===== config.mk =====
export PLATFORM = sky130hd
export DESIGN_NAME = capsule_8bit_expander
export DESIGN_NICKNAME = d
export VERILOG_FILES = /design/src/rtl/capsule_8bit_expander_pkg.sv /design/src/rtl/capsule_8bit_expander_check.sv /design/src/rtl/capsule_8bit_expander.sv
export SDC_FILE = /design/constraint.sdc
export NUM_CORES = 1
export LEC_CHECK = 0
export BUFFER_PORTS_ARGS = -buffer_cell sky130_fd_sc_hd__buf_2
export CAP_MARGIN = 20
export CORE_MARGIN = 8
export CORE_UTILIZATION = 63
export DETAILED_ROUTE_END_ITERATION = 6
export PLACE_DENSITY = 0.92
export REMOVE_ABC_BUFFERS = 1
export SLEW_MARGIN = 20
export SYNTH_ARGS = -nofsm -noshare
export SYNTH_HDL_FRONTEND = slang
export SYNTH_HIERARCHICAL = 1
export SYNTH_SLANG_ARGS = --single-unit
export TNS_END_PERCENT = 5

===== constraint.sdc =====
create_clock -name clk -period 25.2 [get_ports clk]
set_input_delay 5.04 -clock clk [delete_from_list [all_inputs] [get_ports clk]]
set_output_delay 5.04 -clock clk [all_outputs]
set_load 0.01 [all_outputs]

===== src/rtl/capsule_8bit_expander_pkg.sv =====
// Shared definitions for the 8-coefficient capsule expander.
// Holds the width constants, the entry field offsets, the expander state
// enum and helpers that pull one entry's fields out of the packed array.
package capsule_8bit_expander_pkg;

  localparam int unsigned DATA_W  = 8;
  localparam int unsigned RUN_W   = 6;
  localparam int unsigned ENTRY_W = RUN_W + DATA_W;
  localparam int unsigned ROW_LEN = 8;
  localparam int unsigned ARRAY_W = ENTRY_W * ROW_LEN;

  // Entry layout: {run[13:8], value[7:0]}
  localparam int unsigned VALUE_LSB = 0;
  localparam int unsigned RUN_LSB   = DATA_W;

  typedef enum logic [2:0] {
    IDLE,
    ZERO,
    LEAD,
    VALUE,
    GAP,
    TRAIL
  } state_t;

  function automatic logic [RUN_W-1:0] entry_run(input logic [ARRAY_W-1:0] arr,
                                                 input logic [2:0]         k);
    return arr[32'(k)*ENTRY_W + RUN_LSB +: RUN_W];
  endfunction

  function automatic logic [DATA_W-1:0] entry_value(input logic [ARRAY_W-1:0] arr,
                                                    input logic [2:0]         k);
    return arr[32'(k)*ENTRY_W + VALUE_LSB +: DATA_W];
  endfunction

endpackage


===== src/rtl/capsule_8bit_expander_check.sv =====
// capsule_check: combinational validity test for one packed capsule.
// Ports:
//   flag, left, right, size, arr : capsule fields as presented at the input
//   ok                           : 1 when the capsule describes exactly 8 bytes
// A flag=0 capsule is always accepted. The length sum is kept wide enough
// that six-bit runs can never wrap back onto 8.
module capsule_check
  import capsule_8bit_expander_pkg::*;
(
  input  logic               flag,
  input  logic [2:0]         left,
  input  logic [2:0]         right,
  input  logic [3:0]         size,
  input  logic [ARRAY_W-1:0] arr,
  output logic               ok
);

  logic [9:0] sum;
  logic       last_run_zero;

  always_comb begin
    sum           = 10'(left) + 10'(right) + 10'(size);
    last_run_zero = 1'b0;
    for (int unsigned j = 0; j < ROW_LEN; j++) begin
      if (j + 1 < 32'(size))
        sum = sum + 10'(entry_run(arr, 3'(j)));
      if (j + 1 == 32'(size))
        last_run_zero = (entry_run(arr, 3'(j)) == '0);
    end
    ok = !flag ||
         (size >= 4'd1 && size <= 4'd8 && last_run_zero && sum == 10'd8);
  end

endmodule


===== src/rtl/capsule_8bit_expander.sv =====
// capsule_8bit_expander: rebuilds 8 coefficient bytes from one run-length
// capsule and streams them out, byte 7 first.
// Ports:
//   clk, rst_n                    : clock, synchronous active-low reset
//   in_valid/in_ready             : capsule handshake (ready only when idle)
//   in_flag/left/right/array/size : packed capsule
//   out_valid/out_ready           : byte stream handshake
//   out_data, out_idx, out_last   : byte, its index (7..0), last-byte marker
//   err                           : one-cycle pulse when a malformed capsule is dropped
module capsule_8bit_expander
  import capsule_8bit_expander_pkg::*;
(
  input  logic               clk,
  input  logic               rst_n,
  input  logic               in_valid,
  output logic               in_ready,
  input  logic               in_flag,
  input  logic [2:0]         in_left,
  input  logic [2:0]         in_right,
  input  logic [ARRAY_W-1:0] in_array,
  input  logic [3:0]         in_size,
  output logic               out_valid,
  input  logic               out_ready,
  output logic [DATA_W-1:0]  out_data,
  output logic [2:0]         out_idx,
  output logic               out_last,
  output logic               err
);

  state_t             state, state_nx;
  logic [3:0]         cnt, cnt_nx;
  logic [2:0]         k, k_nx;
  logic [ARRAY_W-1:0] arr_q;
  logic [2:0]         right_q;
  logic               ok;
  logic               accept;
  logic               fire;
  logic [RUN_W-1:0]   gap_run;

  capsule_check u_check (
    .flag  (in_flag),
    .left  (in_left),
    .right (in_right),
    .size  (in_size),
    .arr   (in_array),
    .ok    (ok)
  );

  assign in_ready  = rst_n && (state == IDLE);
  assign accept    = in_valid && in_ready;
  assign out_valid = (state != IDLE);
  assign fire      = out_valid && out_ready;
  // Outputs derive from registered state only, so they hold during stalls.
  assign out_data  = (state == VALUE) ? entry_value(arr_q, k) : '0;
  assign out_last  = (out_idx == 3'd0);
  assign gap_run   = entry_run(arr_q, k - 3'd1);

  always_comb begin
    state_nx = state;
    cnt_nx   = cnt;
    k_nx     = k;
    case (state)
      IDLE: begin
        if (accept && ok) begin
          if (!in_flag) begin
            state_nx = ZERO;
            cnt_nx   = 4'd8;
          end else begin
            cnt_nx   = {1'b0, in_left};
            k_nx     = 3'(in_size - 4'd1);
            state_nx = (in_left == 3'd0) ? VALUE : LEAD;
          end
        end
      end
      ZERO, LEAD, GAP, TRAIL: begin
        if (fire) begin
          cnt_nx = cnt - 4'd1;
          if (cnt == 4'd1)
            state_nx = (state == LEAD || state == GAP) ? VALUE : IDLE;
        end
      end
      VALUE: begin
        if (fire) begin
          if (k == 3'd0) begin
            if (right_q == 3'd0) begin
              state_nx = IDLE;
            end else begin
              state_nx = TRAIL;
              cnt_nx   = {1'b0, right_q};
            end
          end else begin
            k_nx = k - 3'd1;
            // An accepted capsule bounds every run to at most 6.
            if (gap_run != '0) begin
              state_nx = GAP;
              cnt_nx   = gap_run[3:0];
            end
          end
        end
      end
      default: state_nx = IDLE;
    endcase
  end

  always_ff @(posedge clk) begin
    if (!rst_n) begin
      state   <= IDLE;
      cnt     <= '0;
      k       <= '0;
      arr_q   <= '0;
      right_q <= '0;
      out_idx <= 3'd7;
      err     <= 1'b0;
    end else begin
      state <= state_nx;
      cnt   <= cnt_nx;
      k     <= k_nx;
      err   <= accept && !ok;
      if (accept) begin
        arr_q   <= in_array;
        right_q <= in_right;
      end
      // Wraps 0 -> 7 after the last byte, ready for the next row.
      if (fire)
        out_idx <= out_idx - 3'd1;
    end
  end

endmodule


==> results of run 1 <==
## kinds of logic (layout without fill, tap and decap cells)
group	after synthesis	count (layout)	share of synthesized area [%]
simple gates	473	473	22.6
compound gates	298	298	19.6
flops	129	129	27.3
buf+inv	121	230	5.38
fa+ha+maj	74	74	10.7
mux	63	63	10.4
xor+xnor	37	37	4.01
other cells	0	1	0
## sequential cells by signal, summed over array words and instances, names as in the netlist
name,cells
arr_q,112
cnt,4
err,1
k,3
out_idx,3
right_q,3
state,3
## worst max-delay path: cells and delay by family
kind | cells | cell delay [ns]
multiplexers | 2 | 0.35
buffers and inverters | 6 | 0.73
adder cells (fa/ha/maj) | 10 | 3.59
AND/OR/NAND/NOR | 12 | 2.49
XOR/XNOR | 3 | 0.68
AO/OA/AOI/OAI | 20 | 4.00
## path summary, 6_finish.rpt
check | endpoint | slack, ns
max | cnt[1] | 8.64
min | arr_q[93] | 0.45
max reg2reg | state[0] | 21.56
min reg2reg | arr_q[93] | 0.45
## power by group through the flow
stage	Sequential, mW	Clock [mW]	Combinational, mW
final	0.272	0.254	1.04
after floorplan	0.266	0	0.822
after CTS	0.271	0.255	1.01
after detailed placement	0.274	0	1.00
after global routing	0.276	0.265	1.14
after global placement	0.272	0	0.957
## metal layers
layer | wire length (µm) | vias to the layer above | GRT usage, %
met5 | 0 | - | 0
met4 | 1110 | 0 | 13.1
met3 | 2370 | 102 | 6.92
met2 | 12600 | 521 | 43.9
met1 | 10700 | 4309 | 32.0
li1 | - | 4406 | -
## per-stage QoR
step	util, %	area, µm²	hold slack [ns]	power (mW)	setup WS [ns]
2_1_floorplan	-	9140	0.425	1.09	10.15
3_3_place_gp	69.3	10100	0.433	1.23	9.07
3_5_place_dp	69.3	10100	0.440	1.28	8.42
4_1_cts	73.5	10700	0.447	1.54	8.83
5_1_grt	73.5	10700	0.472	1.68	7.74
6_report	73.5	10700	0.449	1.56	8.64
## layout by cell type (no fill, tap or decap), drive strengths merged, types with 16 or more instances in the layout
master / netlist / final
ha: 60 / 60
mux4: 26 / 26
mux2i: 22 / 22
a21o: 16 / 16
nand2: 289 / 289
nor3: 21 / 21
buf: 24 / 144
clkbuf: 43 / 21
nor2: 62 / 62
xnor2: 20 / 20
o21ai: 155 / 155
a21oi: 38 / 38
dfxtp: 129 / 129
inv: 53 / 55
## final cells by class
cell class	instances	share of cell area [%]
well taps	184	2.15
clock inverters	11	1.42
flip-flops and latches	129	24.1
inverters	54	1.89
multi-input cells	945	59.3
repair buffers	144	6.81
diodes	1	0.0233
clock buffers	21	4.29
==> impl_summary.log, run 1 <==
[metrics] global placer's final weighted congestion: 0.948
[metrics] number of buffers inserted to repair setup after CTS: 0
[metrics] Root Buffer Master: sky130_fd_sc_hd__clkbuf_16
[metrics] Layout Skew: 0.0129 ns
[metrics] post_cts resized: 0
[metrics] Final nets: roughly 1.5k
[metrics] Int Power: ~0.86 mW
[metrics] maximum number of pins on one net before global-route repair: about 130
[metrics] area taken by flip-flops and latches: between 0.002 and 0.003 mm²
[metrics] setup repair after global routing missed its margin: no
[metrics] Final Routed Wirelength: 26800 µm
[metrics] Final Max Tran Viols: 0
[metrics] Hold Startpoint: arr_q[93]
[metrics] initial antenna violation count: 1
[metrics] area delta synth->final: 13.5%
[metrics] number of core rows: 44
[metrics] source-to-sink clock delay at the later pin of the worst-skew pair: between 0.4 and 0.5 ns
[metrics] TritonCTS clock tree: yes
[metrics] number of global-route vias before repair: 8991
[metrics] height of the die: between 100 and 150 µm
[metrics] Final TNS setup: 0 ns
[metrics] standby leakage power: between 4 and 5 nW
[metrics] antenna-violating nets left: 0
[metrics] cell taking the most area after synthesis: sky130_fd_sc_hd__dfxtp_1
[metrics] area of the die: ~0.019 mm²
[metrics] drt first pass iters: 6
[metrics] Power per Cell Area: 146 mW/mm²
[metrics] layout cell share with drive strength beyond 1: 18.6%
[metrics] final-report setup violation count: 0
[metrics] clock network fraction of total power: 16.2%
[metrics] worst endpoint data arrival time: ~17 ns
[metrics] initial core utilization: between 60 and 70%
[metrics] area used by multi-input combinational logic: about 0.0064 mm²
[metrics] dominant synthesized flop cell: sky130_fd_sc_hd__dfxtp_1
[metrics] clock-pin slew reported for the worst setup and hold paths after clock tree synthesis: about 0.060 ns
[metrics] count of final hold-check violations: 0
[metrics] register bit total from synthesis: 129
[metrics] final critical-path share of the clock period: between 60% and 70%
[metrics] result of the run: finished clean
[metrics] type of element capturing the critical path: flop
[metrics] combinational group share of total power: between 60% and 70%
[metrics] placed cell count: 1456
[metrics] filler cell count: around 1.1k
[metrics] maximum fanout along the worst path: 11
[metrics] number of flops mapped to enable cells by yosys: 0
[metrics] instance count along the most critical hold path: 2
[metrics] cell depth of the worst flop-to-flop path: 7
[metrics] Net Sw Frac: 44.8%
[metrics] Post-Syn Area per Cell: slightly below 8 µm²
[metrics] critical path startpoint: in_size[1]
[metrics] worst flop-to-flop path startpoint: k[0]
[metrics] cell count after synthesis: 1195
[metrics] max capacitance violation total: 0
[metrics] sort of element at the start of the critical path: input pin
[metrics] number of vias per cell: approximately 6.3
[metrics] main area contributors after synthesis: sky130_fd_sc_hd__dfxtp_1 27%, sky130_fd_sc_hd__nand2_1 11%, sky130_fd_sc_hd__ha_1 7.9%
[metrics] final period demand of the worst path: 16.56 ns
[metrics] transition at the pin with the smallest max-transition slack: 1.03 ns
[metrics] horizontal die dimension: between 100 and 150 µm
[metrics] count of input and output buffers: 141
[metrics] highest cell delay on the worst timing path: ~0.61 ns
[metrics] worst min-delay path category: reg2reg
[metrics] IO Pins: between 100 and 150
[metrics] global-route usage over all layers: a little over a quarter
[metrics] 1st-iter DRT viols: between 1k and 1.5k
[metrics] headroom to the max-slew limit: between 30% and 40%
[metrics] Bufs on Longest Clock Path: 2
[metrics] net switching power figure: ~0.70 mW
[metrics] fraction of registers with async set or reset after synthesis: 0%
[metrics] DRC errors left: 0
[metrics] Flop pwr share: 17.4%
[metrics] sequential element share of the synthesized area: a little over a quarter
[metrics] Setup Crit Path Kind: in2reg
[metrics] vias post-DR: slightly above 9k
[metrics] Synth top cells by count: 289 x sky130_fd_sc_hd__nand2_1, 139 x sky130_fd_sc_hd__o21ai_0, 129 x sky130_fd_sc_hd__dfxtp_1
[metrics] Max rail drop VDD: 0.000102 V
[metrics] CTS buffer count: 17
[metrics] detailed placer's ending HPWL: just under 20000 µm
[metrics] average wire per standard cell: between 15 and 20 µm
[metrics] fin cells: 1489
[metrics] netlist area before placement: ~0.0094 mm²
[metrics] Syn. warnings: 6
[metrics] global-route wire length before repair: about 43000 µm
[metrics] Unique masters post-synth: 84
[metrics] most numerous cell in the Yosys netlist: sky130_fd_sc_hd__nand2_1
[metrics] maximum clock frequency: about 0.060 GHz
[metrics] residual overflow from global routing: 0
[metrics] placeable core region: approximately 0.015 mm²
[metrics] Synth top area share: 27.3%
[metrics] required time of the critical path: 25.52 ns
[metrics] total of hold buffers inserted after clock tree synthesis: 0
[metrics] H-Tree Level Count: 4
[metrics] cell at the slowest stage of the critical path: sky130_fd_sc_hd__nor4_1
[metrics] Sinks on Clock Net: around 130
Note: power is estimated with default switching activity, not from simulation.
==> run 2, diff against run 1 <==
--- a/config.mk
+++ b/config.mk
@@ -5,12 +5,13 @@
 export SDC_FILE = /design/constraint.sdc
 export NUM_CORES = 1
 export LEC_CHECK = 0
+export ABC_AREA = 1
 export BUFFER_PORTS_ARGS = -buffer_cell sky130_fd_sc_hd__buf_2
 export CAP_MARGIN = 20
 export CORE_MARGIN = 8
-export CORE_UTILIZATION = 63
+export CORE_UTILIZATION = 53
 export DETAILED_ROUTE_END_ITERATION = 6
-export PLACE_DENSITY = 0.92
+export PLACE_DENSITY = 0.83
 export REMOVE_ABC_BUFFERS = 1
 export SLEW_MARGIN = 20
 export SYNTH_ARGS = -nofsm -noshare
==> constraint.sdc (replaced) <==
create_clock -name clk -period 14.9 [get_ports clk]
set_input_delay 2.98 -clock clk [delete_from_list [all_inputs] [get_ports clk]]
set_output_delay 2.98 -clock clk [all_outputs]
set_load 0.01 [all_outputs]
==> impl_summary.log, run 2 <==
[metrics] area of the die: 0.0225 mm²
[metrics] H-Tree Level Count: 4
[metrics] CTS buffer count: 17
[metrics] dominant synthesized flop cell: sky130_fd_sc_hd__dfxtp_1
[metrics] 1st-iter DRT viols: 590
[metrics] max capacitance violation total: 0
[metrics] total of hold buffers inserted after clock tree synthesis: 0
[metrics] Final TNS setup: 0 ns
[metrics] complex-gate fraction of the synthesized area: 17.9%
[metrics] Root Buffer Master: sky130_fd_sc_hd__clkbuf_16
[metrics] Syn. warnings: 6
[metrics] main area contributors after synthesis: sky130_fd_sc_hd__dfxtp_1 27%, sky130_fd_sc_hd__nand2_1 12%, sky130_fd_sc_hd__nand3_1 7.9%
[metrics] Unique masters post-synth: 49
[metrics] setup repair after global routing missed its margin: no
[metrics] worst min-delay path category: reg2reg
[metrics] number of vias per cell: around 5.4
[metrics] Final Routed Wirelength: between 20000 and 30000 µm
[metrics] global-route wire length before repair: 43100 µm
[metrics] final period demand of the worst path: roughly 12 ns
[metrics] sort of element at the start of the critical path: input pin
[metrics] TritonCTS clock tree: yes
[metrics] vias post-DR: about 9.7k
[metrics] maximum clock frequency: a little over 0.08 GHz
[metrics] maximum number of pins on one net before global-route repair: ~100
[metrics] source-to-sink clock delay at the later pin of the worst-skew pair: 0.41 ns
[metrics] fraction of registers with async set or reset after synthesis: 0%
[metrics] cell taking the most area after synthesis: sky130_fd_sc_hd__dfxtp_1
[metrics] sequential element share of the synthesized area: a little over a quarter
[metrics] largest register by flop count: arr_q
[metrics] DRC errors left: 0
[metrics] cell count after synthesis: roughly 1.5k
[metrics] most common cell after layout, fill and taps aside: sky130_fd_sc_hd__nand2_1
[metrics] Synth top cells by count: 307 x sky130_fd_sc_hd__nand2_1, 198 x sky130_fd_sc_hd__inv_1, 151 x sky130_fd_sc_hd__nand3_1
[metrics] number of buffers inserted to repair setup after CTS: 0
[metrics] headroom to the max-slew limit: 28.3%
[metrics] drt first pass iters: 5
[metrics] standby leakage power: about 5.3 nW
[metrics] transition at the pin with the smallest max-transition slack: 1.07 ns
[metrics] most numerous cell in the Yosys netlist: sky130_fd_sc_hd__nand2_1
[metrics] layout cell share with drive strength beyond 1: about 16%
[metrics] combinational family with the most area after synthesis: simple AND/OR/NAND/NOR gates
[metrics] Setup Crit Path Kind: in2reg
[metrics] clock-pin slew reported for the worst setup and hold paths after clock tree synthesis: around 0.050 ns
[metrics] initial antenna violation count: 1
[metrics] Synth top area share: a little over a quarter
[metrics] Final nets: 1759
[metrics] post_cts resized: 0
[metrics] area delta synth->final: 13.6%
[metrics] initial core utilization: 53.6%
[metrics] Layout Skew: about 0.011 ns
[metrics] horizontal die dimension: 150 µm
[metrics] count of final hold-check violations: 0
[metrics] average wire per standard cell: about 15 µm
[metrics] synthesized-area fraction occupied by and/or/nand/nor cells: a little under a third
[metrics] number of flops mapped to enable cells by yosys: 0
[metrics] residual overflow from global routing: 0
[metrics] global-route usage over all layers: 23.3%
[metrics] Power per Cell Area: roughly 220 mW/mm²
[metrics] IO Pins: about 140
[metrics] Post-Syn Area per Cell: about 6.5 µm²
[metrics] number of global-route vias before repair: about 9k
[metrics] final-report setup violation count: 0
[metrics] cell at the slowest stage of the critical path: sky130_fd_sc_hd__fa_1
[metrics] filler cell count: between 1.5k and 2k
[metrics] placed cell count: roughly 1.8k
[metrics] result of the run: finished clean
[metrics] count of input and output buffers: roughly 140
[metrics] Max rail drop VDD: about 0.00013 V
[metrics] fraction of synthesized area in multiplexers: 0%
[metrics] placeable core region: 0.0178 mm²
[metrics] final critical-path share of the clock period: 81.4%
[metrics] global placer's final weighted congestion: approximately 0.94
[metrics] worst endpoint data arrival time: roughly 12 ns
[metrics] type of element capturing the critical path: flop
[metrics] register bit total from synthesis: about 130
[metrics] detailed placer's ending HPWL: 19900 µm
[metrics] antenna-violating nets left: 0
[metrics] Bufs on Longest Clock Path: 2
[metrics] height of the die: around 150 µm
[metrics] commonest cells after routing, fill and taps aside: 307 x sky130_fd_sc_hd__nand2_1, 198 x sky130_fd_sc_hd__inv_1, 151 x sky130_fd_sc_hd__nand3_1
[metrics] XOR/XNOR share of the synthesized area: 2.01%
[metrics] maximum fanout along the worst path: 6
[metrics] required time of the critical path: between 15 and 20 ns
[metrics] cell type with the highest occurrence count on the critical path: sky130_fd_sc_hd__nand2_1
[metrics] Sinks on Clock Net: around 130
[metrics] flip-flop count of the largest register after layout: ~110
[metrics] Final Max Tran Viols: 0
[metrics] number of core rows: a little under 50
[metrics] registers with the most flip-flops: arr_q (112), cnt (4)
[metrics] highest cell delay on the worst timing path: ~0.49 ns
[metrics] fin cells: about 1.8k
[metrics] netlist area before placement: 0.00953 mm²
[metrics] fraction of the mapped netlist area in adder cells: around a tenth
[metrics] Final Hold Slack: between 0.4 and 0.5 ns
==> run 2: cell types whose count changed after synthesis, sizes merged, moves of 15 or more <==
cell,change
nand3,+146
nand2,+47
nor2,+27
mux4,-26
a21oi,+112
mux2,-15
inv,+158
nor3,-15
mux2i,-22
==> run 2: final cells by class <==
class | instances | area (µm²) | area share [%]
inverters | 213 | 805 | 7.43
clock inverters | 10 | 85.1 | 0.786
multi-input cells | 1056 | 5870 | 54.2
well taps | 229 | 287 | 2.65
flip-flops and latches | 129 | 2580 | 23.9
clock buffers | 22 | 474 | 4.38
repair buffers | 143 | 723 | 6.68
diodes | 2 | 5.00 | 0.0462
==> run 2: final timing paths <==
| kind | from | end | slack (ns) | cells after the start |
|---|---|---|---|---|
| setup / recovery | in_size[1] | k[0] | 2.77 | 60 |
| hold / removal | arr_q[65] | arr_q[65] | 0.45 | 2 |
| setup reg to reg | k[1] | cnt[3] | 11.05 | 13 |
| hold reg to reg | arr_q[65] | arr_q[65] | 0.45 | 2 |
==> run 2: cell families after synthesis <==
kind of cell,count (synthesis)
compound gates,328
fa+ha+maj,72
buf+inv,272
xor+xnor,21
simple gates,635
flops,129
==> run 2: report_power, final <==
| part | internal, mW | switching (mW) | leakage, nW |
|---|---|---|---|
| clock | 0.241 | 0.149 | 0.268 |
| sequential | 0.426 | 0.0580 | 1.06 |
| combinational | 0.546 | 0.918 | 4.01 |
==> run 2: worst max-delay path, delay by kind of cell <==
family / cells / cell delay (ns)
fa+ha+maj: 11 / 3.68
simple gates: 29 / 3.39
compound gates: 9 / 1.21
buf+inv: 8 / 0.67
xor+xnor: 3 / 0.45
==> run 2: through the flow <==
stage,setup slack (ns),area [µm²],util [%],power [mW]
final,2.77,10800,60.9,2.34
after global routing,1.89,10800,60.9,2.58
after CTS,2.81,10800,60.9,2.33
after detailed placement,2.43,10300,57.7,1.93
after global placement,2.67,10300,57.7,1.90
after floorplan,3.35,9240,-,1.64
==> run 2: layer usage <==
layer	vias up	routed length [µm]	share of wire (%)	GRT usage (%)
li1	4967	-	-	-
met1	4402	11400	43	29.5
met2	325	12400	47	39.3
met3	53	1990	7.5	3.79
met4	2	690	2.6	8.65
met5	-	10	0.038	0
